### src/rtl/apb_req_sequencer.sv
// apb_req_sequencer
// Command stage in front of the APB master. CPU-side commands are queued in a
// small FIFO and launched one at a time on the master's user interface with a
// single-cycle transfer pulse. The APB bus is monitored for access completion.
// The result (read data and slave error) is held on a valid/ready response
// channel. A new access launches only when the response slot is empty, so at
// most one access is ever outstanding.
module apb_req_sequencer #(
    parameter int DEPTH  = 4,   // command FIFO entries, power of 2, >= 2
    parameter int ADDR_W = 32,
    parameter int DATA_W = 32   // multiple of 8
) (
    input  logic                      PCLK,
    input  logic                      PRESETn,

    // command channel (CPU side)
    input  logic                      cmd_valid,
    output logic                      cmd_ready,
    input  logic                      cmd_write,
    input  logic [ADDR_W-1:0]         cmd_addr,
    input  logic [DATA_W-1:0]         cmd_wdata,
    input  logic [DATA_W/8-1:0]       cmd_strb,
    input  logic [2:0]                cmd_prot,
    input  logic                      cmd_pnse,

    // response channel
    output logic                      rsp_valid,
    input  logic                      rsp_ready,
    output logic                      rsp_write,
    output logic [DATA_W-1:0]         rsp_rdata,
    output logic                      rsp_error,

    // APB master user interface
    output logic                      transfer,
    output logic                      write_en,
    output logic [ADDR_W-1:0]         waddr,
    output logic [DATA_W-1:0]         wdata,
    output logic [DATA_W/8-1:0]       strb,
    output logic [2:0]                prot,
    output logic                      pnse,

    // APB bus monitor
    input  logic                      PSELx,
    input  logic                      PENABLE,
    input  logic                      PREADY,
    input  logic                      PSLVERR,
    input  logic [DATA_W-1:0]         PRDATA,

    // status
    output logic [$clog2(DEPTH):0]    fifo_level,
    output logic                      busy
);

    localparam int PTR_W  = $clog2(DEPTH);
    localparam int LVL_W  = PTR_W + 1;
    localparam int STRB_W = DATA_W / 8;

    // One queued command: everything the master needs for one access.
    typedef struct packed {
        logic              write;
        logic [ADDR_W-1:0] addr;
        logic [DATA_W-1:0] wdata;
        logic [STRB_W-1:0] strb;
        logic [2:0]        prot;
        logic              pnse;
    } cmd_t;

    typedef enum logic [1:0] {
        ST_IDLE,    // waiting for a queued command and a free response slot
        ST_LAUNCH,  // transfer pulse to the master
        ST_WAIT     // access in flight on the bus
    } state_t;

    // ------------------------------------------------------------------
    // Command FIFO
    // ------------------------------------------------------------------
    cmd_t             fifo_mem [DEPTH];
    cmd_t             cmd_in;
    logic [PTR_W-1:0] wr_ptr;
    logic [PTR_W-1:0] rd_ptr;
    logic [LVL_W-1:0] level;
    logic             push;
    logic             pop;

    assign cmd_in = '{
        write: cmd_write,
        addr:  cmd_addr,
        wdata: cmd_wdata,
        strb:  cmd_strb,
        prot:  cmd_prot,
        pnse:  cmd_pnse
    };

    // Ready depends on the stored level only: a full FIFO never passes a
    // command through, even when an entry is popped in the same cycle.
    assign cmd_ready  = (level != LVL_W'(DEPTH));
    assign push       = cmd_valid & cmd_ready;
    assign fifo_level = level;

    // Storage write port.
    // NOTE: the storage array has no reset; the pointers and level alone
    // decide which entries are meaningful, so clearing the data is wasted logic.
    always_ff @(posedge PCLK) begin
        if (push) begin
            fifo_mem[wr_ptr] <= cmd_in;
        end
    end

    // Pointers wrap naturally mod DEPTH; level tracks push/pop balance.
    // NOTE: sequential state uses non-blocking assignments so every register
    // samples the pre-edge values, independent of statement order.
    always_ff @(posedge PCLK or negedge PRESETn) begin
        if (!PRESETn) begin
            wr_ptr <= '0;
            rd_ptr <= '0;
            level  <= '0;
        end else begin
            if (push) begin
                wr_ptr <= wr_ptr + 1'b1;
            end
            if (pop) begin
                rd_ptr <= rd_ptr + 1'b1;
            end
            unique case ({push, pop})
                2'b10:   level <= level + 1'b1;
                2'b01:   level <= level - 1'b1;
                default: level <= level;
            endcase
        end
    end

    // ------------------------------------------------------------------
    // Launch / completion FSM
    // ------------------------------------------------------------------
    state_t state_q;
    state_t state_d;
    logic   done;
    logic   rsp_load;
    cmd_t   cur_q;

    // A completed access on the bus; only meaningful while in WAIT.
    assign done = PSELx & PENABLE & PREADY;

    // State register.
    always_ff @(posedge PCLK or negedge PRESETn) begin
        if (!PRESETn) begin
            state_q <= ST_IDLE;
        end else begin
            state_q <= state_d;
        end
    end

    // Next-state logic, FIFO pop and response capture strobes.
    // NOTE: every signal driven here gets a default first so no path leaves
    // it unassigned, which would otherwise infer a latch.
    always_comb begin
        state_d  = state_q;
        pop      = 1'b0;
        rsp_load = 1'b0;
        unique case (state_q)
            ST_IDLE: begin
                if ((level != '0) && !rsp_valid) begin
                    pop     = 1'b1;
                    state_d = ST_LAUNCH;
                end
            end
            ST_LAUNCH: begin
                state_d = ST_WAIT;
            end
            ST_WAIT: begin
                if (done) begin
                    rsp_load = 1'b1;
                    state_d  = ST_IDLE;
                end
            end
            default: begin
                state_d = ST_IDLE;
            end
        endcase
    end

    assign transfer = (state_q == ST_LAUNCH);
    assign busy     = (state_q != ST_IDLE);

    // Field registers: loaded on pop, then held (also after completion) so the
    // master sees stable fields for the whole access.
    always_ff @(posedge PCLK or negedge PRESETn) begin
        if (!PRESETn) begin
            cur_q <= '0;
        end else if (pop) begin
            cur_q <= fifo_mem[rd_ptr];
        end
    end

    assign write_en = cur_q.write;
    assign waddr    = cur_q.addr;
    assign wdata    = cur_q.wdata;
    assign strb     = cur_q.strb;
    assign prot     = cur_q.prot;
    assign pnse     = cur_q.pnse;

    // ------------------------------------------------------------------
    // Response slot
    // ------------------------------------------------------------------
    // Captured on completion, held until the consumer takes it. Payload is
    // left in place after the handshake; only the valid flag drops.
    always_ff @(posedge PCLK or negedge PRESETn) begin
        if (!PRESETn) begin
            rsp_valid <= 1'b0;
            rsp_write <= 1'b0;
            rsp_rdata <= '0;
            rsp_error <= 1'b0;
        end else if (rsp_load) begin
            rsp_valid <= 1'b1;
            rsp_write <= cur_q.write;
            rsp_rdata <= cur_q.write ? '0 : PRDATA;
            rsp_error <= PSLVERR;
        end else if (rsp_valid && rsp_ready) begin
            rsp_valid <= 1'b0;
        end
    end

endmodule
### config.mk
export PLATFORM = sky130hd
export DESIGN_NAME = apb_req_sequencer
export DESIGN_NICKNAME = d
export VERILOG_FILES = /design/src/rtl/apb_req_sequencer.sv
export SDC_FILE = /design/constraint.sdc
export NUM_CORES = 1
export LEC_CHECK = 0
export ABC_AREA = 1
export CORE_MARGIN = 4
export CORE_UTILIZATION = 45
export CTS_CLUSTER_DIAMETER = 150
export CTS_CLUSTER_SIZE = 14
export DETAILED_ROUTE_END_ITERATION = 10
export PLACE_DENSITY = 0.7
export SLEW_MARGIN = 10
export SYNTH_ARGS = -nofsm -noshare
export SYNTH_HDL_FRONTEND = slang
export SYNTH_SLANG_ARGS = --single-unit
export TNS_END_PERCENT = 100
### constraint.sdc
create_clock -name PCLK -period 4.4 [get_ports PCLK]
set_input_delay 0.66 -clock PCLK [delete_from_list [all_inputs] [get_ports PCLK]]
set_output_delay 0.66 -clock PCLK [all_outputs]
set_load 0.02 [all_outputs]
### Word-level counts from Yosys, hierarchy flattened

Memory sizes are Yosys's and may differ from the RTL's. A register that Yosys moved wholly into a read port is not among the register bits.
Cells that the tools add are included.

* equal/unequal tests: 7
* reduce and logical (&&, ||, !) cells: 10
* mux-type cells: 13
* add/sub/neg operators: 4
* bitwise logic cells: 3

Operator list (count)
* $mux 32: 1
* $mux 1: 8
* $pmux 2 s3: 1
* $pmux 3 s2: 1
* $reduce_bool 2->1: 3
* $add 2x1->2 const B: 2
* $eq 2x1->1 const B: 2
* $eq 2x2->1 const B: 2
* $mux 2: 2
* $ne 2x2->1 const B: 2
* $add 3x1->3 const B: 1
* $and 1x1->1: 3
* $ne 3x3->1 const B: 1
* $reduce_bool 3->1: 1
* $sub 3x1->3 const B: 1
* $logic_and 1x1->1: 2
* $logic_not 1->1: 2
* $logic_not 2->1: 1
* $reduce_and 2->1: 1

* output and inout port bits: 114
* word-level logic and storage cells: 46
* memories kept: 1
* bits in writable memories: 292
* bits of input ports: 113
* flip-flop bits (word level): 44

Memory list
* fifo_mem: words 4, width 73, rd ports 1, clocked after Yosys merged registers in 1, write ports 1, RTL line 77 `cmd_t fifo_mem [DEPTH];`

### Logic depth before layout (Yosys ltp)

* word-level depth: 6
* gate-level depth with buffers: 12
* gate-level depth less buffers: 11

### Least setup slack after synthesis

No wires, ideal clock.

* path type: register to register
* from: reg level[0] (netlist: fifo_level[0])
* to: mem fifo_mem[0][0] in the netlist's numbering (enable)
* library setup time: 0.505 ns
* required time: 3.895 ns
* clock period less this slack: 4.605 ns
* path buffers: 0
* stages on the path, launching flop included: 5
* slack: -0.205 ns
* arrival time: 4.100 ns
* cells stage by stage: dfrtp_1 -> inv_2 -> nand3_1 -> nand2_1 -> nor2_1

* cells in the longest elaborated chain, start to end: 4

Ends and longest elaborated chain
* start, declared: RTL line 81 `logic [LVL_W-1:0] level;`
* start signal, assigned: RTL line 125 `2'b10: level <= level + 1'b1;`
* start signal, assigned: RTL line 126 `2'b01: level <= level - 1'b1;`
* start signal, assigned: RTL line 127 `default: level <= level;`
* $ne 3x3->1: RTL line 96 `assign cmd_ready = (level != LVL_W'(DEPTH));`
* via cmd_ready: RTL line 18 `output logic cmd_ready,`
* $and 1x1->1: RTL line 97 `assign push = cmd_valid & cmd_ready;`
* $mux 1: RTL line 104 `if (push) begin`
* $mux 1 (implied by the code): RTL line 105 `fifo_mem[wr_ptr] <= cmd_in;`
* end, declared: RTL line 77

The timed path passes the listed nets, and every way through them passes these cells.

==> flow_summary.yaml <==
global_routing:
  grt_pass1_wl_um: 59700
  grt_busiest_layer: "met2"
  antenna_found_initial: 4
  grt_use_total: 0.181
  grt_pass1_vias: 11300
  overflow: 0
  gr-usage-met2: 0.307
  grt_use_met3: 0.0348
  grt_max_degree: 92
  met1_usage: 0.243
drt:
  drt-total-wl_um: 37600
  via_count: 11300
  drc: 0
  postRouteAntennaNets: 0
  dr.pass1.iters: 4
  wire_per_inst_um: 15.9
  viasPerCell: 4.78
  drt_iter0_markers: 773
die:
  fp.dieH_um: 202
  io_pins: 227
  core_area_um2: 36800
  die_area_um2: 40700
  initial_core_util: 0.459
  die_x_um: 202
  num_rows: 70
yosys:
  yosysSeqAreaShare: 0.693
  synth_area_um2: 16900
  avgSynthCellArea_um2: 10.1
  ys_types: 19
  yosysTopAreaCellShare: 0.520
  synth_top_cell_by_area: "edfxtp_1"
  syn_inst: 1668
  ys_ff_latch: 409
  syn_nets: 1787
  yosys_warnings: 0
  synth.area.top_cells: "edfxtp_1 52%, dfrtp_1 17%, nand2_1 15%, inv_1 6.8%, nand3_1 5.5%"
placed_design:
  io_buffers: 226
  dp_hpwl_um: 22800
  gp_congestion: 0.766
  place_inst: 2303
  post-place-ws_ns: 1.44
cts:
  cts_sinks: 409
  clock_path_buffers: 3
  clkLatencyLatePin_ns: 0.51
  htree_levels: 2
  postCtsHoldBufs: 0
  postCtsSetupRepairBufs: 0
  cts_resized: 0
  cts-root-buf: "clkbuf_16"
  cts_tree: "done"
  clkTransAtPathRegs_ns: 0.07
  cts_made_buffers: 35
final_layout:
  drive_gt1_frac: 0.0358
  layout_commonest_cell: "nand2_1"
  finalCoreUtilization: 0.558
  nNetsFinal: 1991
  fin_cells: 2369
  syn2layout_area_growth_pct: 21.7
  final_cell_mix: "666 x nand2_1, 307 x inv_1, 292 x edfxtp_1, 225 x clkdlybuf4s50_1, 184 x nand3_1"
timing:
  fin_ws_ns: 1.68
  grt_setup_unrepaired: "false"
  post-route-min-period_ns: 2.72
  max_freq_mhz: 368
  worstMarginPinSlew_ns: 1.08
  skew_ns: 0.0183
  period_share: 0.617
  finalSetupViolations: 0
  slew_violations: 0
  hold_viol_final: 0
  whs_ns: 0.239
  max-slew-margin-rel: 0.278
  timing.setup.tns_ns: 0
power_and_ir_drop:
  pwr-share-seq: 0.412
  power_density_nw_per_um2: 684
  clkPwrFrac: 0.205
  ir_drop_v: 0.000423
  p_int_w: 0.00879
  pwr-share-comb: 0.383
  switching_share: 0.375
  p_sw_w: 0.00526
  p_leak_nw: 9.48
worst_hold_path:
  hold_path_class: "input pin to async pin"
critical_path:
  cp_max_fo: 90
  arrival_ns: 3.10
  critical_path_class: "register to register"
  cp_cell_sequence: "inv_4 -> buf_4 -> nand2_1 -> nand3_1 -> nand2_1 -> nand2_1 -> nand2_1"
  ff2ff_path_depth: 7
  endpoint_kind: "register"
  r2r-end: "wdata[8]$_DFFE_PN0P_"
  critPathLaunch: "rd_ptr[0]$_DFFE_PN0P_"
  startpoint_type: "register"
  cp-endpoint: "wdata[8]$_DFFE_PN0P_"
  rrSetupSlack_ns: 1.68
  r2r_start: "rd_ptr[0]$_DFFE_PN0P_"
  cp_slowest_cell: "inv_4"
  worst_path_largest_cell_delay_ns: 0.88
  crit_top_cell: "nand2_1"
  cp_data_required_time_ns: 4.78
outcome:
  status: "finished clean"
flow_run:
  maxCapViolations: 0
area by class of cell:
cell class,count,area (um2)
sequential,409,11700
fill,3069,16300
clock inverter,1,16.3
clock buffer,62,1020
multi-input combinational,874,3660
inverter,312,1170
timing repair buffer,240,2370
tap,468,586
antenna,3,7.51
cells in the mapped netlist:
library cell and count:
inv_2 5, fa_1 1, buf_6 5, xor2_1 3
nor2_4 2, buf_1 3, edfxtp_1 292, nor2_2 1
nand2_1 666, buf_2 47, ha_1 5, dfrtp_1 117
inv_1 307, nor2_1 6, buf_4 5, o21ai_0 4
clkbuf_1 13, nand3_1 185, xnor2_1 1
logic make-up (layout without fill, tap and decap cells):
logic type	Yosys count	after routing	share of synthesized area
xor+xnor	4	4	0.00208
flops	409	409	0.693
compound gates	4	4	0.00119
buf+inv	385	615	0.0925
fa+ha+maj	6	6	0.00489
simple gates	860	860	0.206
other cells	0	3	0
registers in the layout, indices dropped and copies added, names as in the netlist:
name / count
fifo_mem: 292
rsp_rdata: 32
waddr: 32
wdata: 32
strb: 4
fifo_level: 3
prot: 3
rd_ptr: 2
state_q: 2
wr_ptr: 2
pnse: 1
rsp_error: 1
rsp_valid: 1
rsp_write: 1
write_en: 1
power by group through the flow:
stage,clock network (W),registers [W],logic (W)
floorplan,0,0.00634,0.00291
detailed placement,0,0.00587,0.00545
global placement,0,0.00584,0.00533
global route,0.00311,0.00590,0.00601
CTS,0.00295,0.00580,0.00549
finish,0.00288,0.00578,0.00539
per-layer routing:
| layer | part of all wire | routed length [um] |
|---|---|---|
| met3 | 0.059 | 2200 |
| met5 | 0.00035 | 13 |
| met4 | 0.019 | 724 |
| met2 | 0.48 | 18100 |
| met1 | 0.44 | 16600 |
worst min-delay path by stage:
stage | startpoint | to | slack (ns) | depth (start not counted)
final | PRESETn | rsp_rdata[21]$_DFFE_PN0P_ | 0.24 | 1
after global routing | PRESETn | rsp_rdata[21]$_DFFE_PN0P_ | 0.32 | 1
after CTS | PRESETn | rsp_rdata[21]$_DFFE_PN0P_ | 0.27 | 1
after detailed placement | rsp_error$_DFFE_PN0P_ | rsp_error$_DFFE_PN0P_ | 0.46 | 2
after global placement | rsp_error$_DFFE_PN0P_ | rsp_error$_DFFE_PN0P_ | 0.46 | 2
after floorplan | PRESETn | fifo_level[0]$_DFFE_PN0P_ | 0.36 | 0
worst max-delay path, delay by kind of cell, from the launching register on:
kind                   cells  cell delay (ns)
and+or+nand+nor            5             0.41
buffers and inverters      2             1.33
DFF                        1             0.80
metrics by stage:
| step | cell area, um2 | total power, W |
|---|---|---|
| CTS | 20500 | 0.0142 |
| global placement | 19500 | 0.0112 |
| detailed placement | 19500 | 0.0113 |
| global route | 20500 | 0.0150 |
| floorplan | 16900 | 0.00925 |
| finish | 20500 | 0.0141 |
No activity file was read; power rests on OpenSTA's default activity.
